## src/rtl/mps_op_on_sequencer.sv

```systemverilog
// OP-ON responder: steps the contactor power-up sequence and verifies MC feedback and precharge.
// Optional build macro MPS_OP_ON_DCLINK_CHECK_EN ends precharge on a DC-link threshold instead of a fixed time.
module mps_op_on_sequencer #(
  parameter int unsigned T_MC_CNT     = 1000,
  parameter int unsigned T_CHARGE_CNT = 500000,
  parameter logic [15:0] DC_LINK_TH   = 16'h4000
) (
  input  logic        i_clk,
  input  logic        i_rst,
  input  logic        i_op_on_flag,
  input  logic        i_intl_flag,
  input  logic [2:0]  i_mc_fb,
  input  logic [15:0] i_dc_link,
  output logic [3:0]  o_op_on_fsm,
  output logic        o_busy,
  output logic [3:0]  o_fail_step
);

  typedef enum logic [3:0] {
    S_IDLE          = 4'd0,
    S_DISCH_CMD     = 4'd1,
    S_DISCH_WAIT    = 4'd2,
    S_SLOW_CMD      = 4'd5,
    S_SLOW_WAIT     = 4'd6,
    S_CHARGE        = 4'd7,
    S_MAIN_CMD      = 4'd9,
    S_MAIN_WAIT     = 4'd10,
    S_SLOW_OFF_CMD  = 4'd11,
    S_SLOW_OFF_WAIT = 4'd12,
    S_DONE          = 4'd14,
    S_FAIL          = 4'd15
  } state_t;

  localparam logic [31:0] MC_LAST = 32'(T_MC_CNT - 1);
  localparam logic [31:0] CH_LAST = 32'(T_CHARGE_CNT - 1);

  state_t      r_state;
  state_t      w_state_nxt;
  logic [31:0] r_cnt;
  logic [31:0] w_cnt_nxt;
  logic [3:0]  r_fail_step;
  logic [3:0]  w_fail_step_nxt;
  logic        r_busy;
  logic        w_mc_tc;
  logic        w_ch_tc;

  assign w_mc_tc = (r_cnt == MC_LAST);
  assign w_ch_tc = (r_cnt == CH_LAST);

`ifndef MPS_OP_ON_DCLINK_CHECK_EN
  logic w_unused_dc;
  assign w_unused_dc = ^i_dc_link;
`endif

  always_comb begin
    w_state_nxt     = r_state;
    w_fail_step_nxt = r_fail_step;
    case (r_state)
      S_IDLE: begin
        if (i_op_on_flag && !i_intl_flag) begin
          w_state_nxt     = S_DISCH_CMD;
          w_fail_step_nxt = 4'd0;
        end
      end
      S_DISCH_CMD:    w_state_nxt = S_DISCH_WAIT;
      S_SLOW_CMD:     w_state_nxt = S_SLOW_WAIT;
      S_MAIN_CMD:     w_state_nxt = S_MAIN_WAIT;
      S_SLOW_OFF_CMD: w_state_nxt = S_SLOW_OFF_WAIT;
      S_DISCH_WAIT: begin
        if (w_mc_tc) begin
          if (i_mc_fb == 3'b100) w_state_nxt = S_SLOW_CMD;
          else begin
            w_state_nxt     = S_FAIL;
            w_fail_step_nxt = 4'd2;
          end
        end
      end
      S_SLOW_WAIT: begin
        if (w_mc_tc) begin
          if (i_mc_fb == 3'b110) w_state_nxt = S_CHARGE;
          else begin
            w_state_nxt     = S_FAIL;
            w_fail_step_nxt = 4'd6;
          end
        end
      end
      S_CHARGE: begin
`ifdef MPS_OP_ON_DCLINK_CHECK_EN
        if (i_dc_link >= DC_LINK_TH) w_state_nxt = S_MAIN_CMD;
        else if (w_ch_tc) begin
          w_state_nxt     = S_FAIL;
          w_fail_step_nxt = 4'd7;
        end
`else
        if (w_ch_tc) w_state_nxt = S_MAIN_CMD;
`endif
      end
      S_MAIN_WAIT: begin
        if (w_mc_tc) begin
          if (i_mc_fb == 3'b111) w_state_nxt = S_SLOW_OFF_CMD;
          else begin
            w_state_nxt     = S_FAIL;
            w_fail_step_nxt = 4'd10;
          end
        end
      end
      S_SLOW_OFF_WAIT: begin
        if (w_mc_tc) begin
          if (i_mc_fb == 3'b101) w_state_nxt = S_DONE;
          else begin
            w_state_nxt     = S_FAIL;
            w_fail_step_nxt = 4'd12;
          end
        end
      end
      S_DONE:  w_state_nxt = S_IDLE;
      S_FAIL:  w_state_nxt = S_IDLE;
      default: w_state_nxt = S_IDLE;
    endcase
    // Interlock overrides every transition and leaves the recorded cause alone.
    if ((r_state != S_IDLE) && i_intl_flag) begin
      w_state_nxt     = S_IDLE;
      w_fail_step_nxt = r_fail_step;
    end
  end

  always_comb begin
    w_cnt_nxt = r_cnt;
    if (w_state_nxt != r_state) w_cnt_nxt = 32'd0;
    else if (r_cnt != 32'hFFFF_FFFF) w_cnt_nxt = r_cnt + 32'd1;
  end

  always_ff @(posedge i_clk) begin
    if (!i_rst) begin
      r_state     <= S_IDLE;
      r_cnt       <= 32'd0;
      r_fail_step <= 4'd0;
      r_busy      <= 1'b0;
    end else begin
      r_state     <= w_state_nxt;
      r_cnt       <= w_cnt_nxt;
      r_fail_step <= w_fail_step_nxt;
      r_busy      <= (w_state_nxt != S_IDLE);
    end
  end

  assign o_op_on_fsm = r_state;
  assign o_busy      = r_busy;
  assign o_fail_step = r_fail_step;

endmodule

```

## config.mk

```make
export PLATFORM = sky130hd
export DESIGN_NAME = mps_op_on_sequencer
export DESIGN_NICKNAME = d
export VERILOG_FILES = /design/src/rtl/mps_op_on_sequencer.sv
export SDC_FILE = /design/constraint.sdc
export NUM_CORES = 1
export LEC_CHECK = 0
export ABC_AREA = 0
export CORE_MARGIN = 3
export CORE_UTILIZATION = 45
export DETAILED_ROUTE_END_ITERATION = 16
export MAX_ROUTING_LAYER = met4
export PLACE_DENSITY = 0.67
export RECOVER_POWER = 50
export SLEW_MARGIN = 10
export SYNTH_ARGS = -nofsm -noshare
export SYNTH_HDL_FRONTEND = slang
export SYNTH_SLANG_ARGS = --single-unit
```

## constraint.sdc

```tcl
create_clock -name i_clk -period 2.85 [get_ports i_clk]
set_clock_uncertainty 0.1 [all_clocks]
set_input_delay 0.285 -clock i_clk [delete_from_list [all_inputs] [get_ports i_clk]]
set_output_delay 0.285 -clock i_clk [all_outputs]
set_load 0.03 [all_outputs]
```

==> results.py, run 1 <==
metrics = {
    "status": {
        "status": "finished, final reports clean",
    },
    "grt": {
        "grt_pass1_wl_um": 9910,
        "gr-usage-all-layers_pct": 19.4,
        "grt_max_degree": 18,
        "grt_pass1_vias": 2095,
        "globalRouteOverflowTotal": 0,
        "antenna_found_initial": 0,
    },
    "drt": {
        "routed_wl_um": 5710,
        "drtAntennaViolNets": 0,
        "post_drt_wl_per_cell_um": 13.6,
        "route.detailed.drc": 0,
        "routed_via_density": 5.64,
        "vias": 2365,
        "drtPass1Iterations": 4,
        "drtIter0Drc": 229,
    },
    "placed_design": {
        "gp_congestion": 0.868,
        "port_buffers": 14,
        "dpl.hpwl_um": 4180,
    },
    "setup_path": {
        "path_max_fanout": 11,
        "critPathLaunchType": "flop",
        "cp_data_required_time_ps": 2940,
        "cpLargestDelayFamily": "simple AND/OR/NAND/NOR gates",
        "crit_type": "reg2reg",
        "arrival_ps": 2720,
        "end_kind": "flop",
        "max_stage_delay_ps": 620,
        "crit_buf_inv": 1,
        "cp_cell_sequence": "or4_1, nor4_4, nand3_2, a21boi_0, a211oi_2, nand2_2, buf_4, nor2_1",
        "cp_slowest_cell": "or4_1",
    },
    "min_path": {
        "hp-class": "reg2reg",
    },
    "yosys": {
        "synth-edff-count": 0,
        "async_flop_share_pct": 0,
        "synth_nets": 357,
        "synth_area_mm2": 0.00259,
        "synthTopCellsByCount": "60 x nor2_1, 40 x dfxtp_1, 22 x nand2_1",
        "synthTopCellsByArea": "dfxtp_1 31%, nor2_1 8.7%, xnor2_1 6.4%, xor2_1 4.1%, nand3_1 3.5%",
        "avgSynthCellArea_um2": 7.77,
        "ys_warn_count": 0,
        "synth.most_common_cell": "nor2_1",
        "synth_top_area_cell": "dfxtp_1",
        "synth.distinct_cells": 58,
        "synth_top_area_share_pct": 31.0,
        "yosysSeqAreaShare_pct": 31.0,
        "synth_seq_cells": 40,
        "synth_flop_cell": "dfxtp_1",
        "syn_inst": 333,
    },
    "die": {
        "die_h_um": 81.8,
        "num_rows": 26,
        "initial_core_util_pct": 48.5,
        "core_area_mm2": 0.00534,
        "die_w_um": 81.8,
        "dieArea_mm2": 0.00669,
        "ioPinCount": 32,
    },
    "timing": {
        "final.min_clock_period_ps": 2630,
        "hold_viol": 0,
        "fmax_ghz": 0.380,
        "setup-violations-final": 0,
        "slew_violations": 0,
        "maxSlewHeadroom_pct": 64.1,
        "tightest_slew_ps": 533,
        "grt_setup_unrepaired": "false",
        "fin_crit_sh_pct": 92.4,
        "tns_ps": 0,
    },
    "final_layout": {
        "fillers": 518,
        "fin_nets": 372,
        "drive_above_1_share_pct": 10.0,
        "synthToLayoutAreaGrowth_pct": 13.2,
        "n_antenna_cell": 0,
    },
    "clock_tree": {
        "cts_resized": 0,
        "worstSkewPairLatency_ps": 300,
        "clkSinkCount": 40,
        "cts_max_level": 2,
        "postCtsHoldBufs": 0,
        "post_cts_buffers": 0,
        "cts_buffer_depth": 2,
        "cts_tree": "done",
        "cts_buffers": 5,
        "cts-root-buf": "clkbuf_8",
        "path_clk_slew_ps": 80,
    },
    "power": {
        "ir_drop_mv": 0.358,
        "power_mw": 1.39,
        "internal-power_mw": 0.973,
        "switchingPower_mw": 0.413,
        "seqPwrFrac_pct": 44.0,
        "leakage_nw": 1.02,
        "power_frac_clock_pct": 33.2,
        "power_density_mw_per_mm2": 473,
        "combPwrFrac_pct": 22.8,
        "p_sw_share_pct": 29.8,
    },
    "run": {
        "maxCapViolations": 0,
    },
}
## metrics by stage
step | cell area [um2] | util [%] | setup slack, ps | hold WS [ps] | cells
finish | 2930 | 54.9 | 216 | 378 | 419
global route | 2930 | 54.9 | 67.2 | 430 | 419
CTS | 2930 | 54.9 | 246 | 369 | 419
detailed placement | 2820 | 52.9 | 262 | 357 | 411
global placement | 2820 | 52.9 | 254 | 355 | 411
floorplan | 2590 | - | 535 | 313 | 333
## tightest hold or removal path, stage by stage, from the launching register on
cell and delay, ps:
dfxtp_1 310, nand2b_1 60, a21boi_0 70
## routing by layer
layer / wire, um / GRT usage, % / share of wire, % / vias to the layer above
li1: - / - / - / 1203
met1: 2930 / 27.6 / 51 / 1094
met2: 2430 / 27.1 / 43 / 60
met3: 264 / 3.84 / 4.6 / 8
met4: 85 / 6.64 / 1.5 / 0
met5: 0 / - / 0 / -
## registers in the layout, indices dropped and copies added (netlist names)
name and flops:
o_busy 1, o_fail_step 3, r_cnt 32, o_op_on_fsm 4
## final timing paths
path | from | to | slack, ps | depth (start not counted)
max | r_cnt[15]$_SDFFE_PP0P_ | r_cnt[16]$_SDFFE_PP0P_ | 220 | 8
min | o_fail_step[3]$_SDFFE_PN0P_ | o_fail_step[3]$_SDFFE_PN0P_ | 380 | 2
max reg2reg | r_cnt[15]$_SDFFE_PP0P_ | r_cnt[16]$_SDFFE_PP0P_ | 220 | 8
min reg2reg | o_fail_step[3]$_SDFFE_PN0P_ | o_fail_step[3]$_SDFFE_PN0P_ | 380 | 2
## power by group through the flow
stage / Clock, mW / Sequential (mW) / Combinational, mW
after floorplan: 0 / 0.623 / 0.220
after detailed placement: 0 / 0.622 / 0.318
final: 0.461 / 0.609 / 0.316
after global routing: 0.500 / 0.613 / 0.347
after global placement: 0 / 0.622 / 0.316
after CTS: 0.471 / 0.608 / 0.320
## cell families after synthesis
group | Yosys count | synth area share [%]
adder cells (fa/ha/maj) | 1 | 0.484
multiplexers | 4 | 1.60
AND/OR/NAND/NOR | 184 | 38.7
AO/OA/AOI/OAI | 48 | 12.9
other | 1 | 0.145
flip-flops | 40 | 31.0
buffers and inverters | 24 | 4.74
XOR/XNOR | 31 | 10.5
## cell type report
cell class	count	area, um2	area share (%)
Multi-Input combinational cell	269	1660	56.7
Sequential cell	40	801	27.4
Timing Repair Buffer	27	250	8.55
Tap cell	70	87.6	2.99
Clock buffer	5	68.8	2.35
Clock inverter	3	42.5	1.45
Inverter	5	18.8	0.641
## placed cells by master, fill, tap and decap left out, types with 4 or more instances in the layout
cell,count
nor2_1,60
dfxtp_1,40
nand2_1,22
xnor2_1,19
nand3_1,18
and3_1,14
o21ai_0,14
xor2_1,12
buf_4,12
nor3_1,11
a21oi_1,10
nor2b_1,9
nand4_1,8
dlygate4sd3_1,8
and4_1,6
clkdlybuf4s50_1,6
inv_1,5
or3_1,5
clkbuf_8,5
nor4_1,4
a21boi_0,4
No activity file was read; power rests on OpenSTA's default activity.
==> inputs of run 2 (changes only) <==
- ABC_AREA: 0 -> default
==> results of run 2 <==
Same layout as run 1: the final DEF is identical, and so are final timing and power.
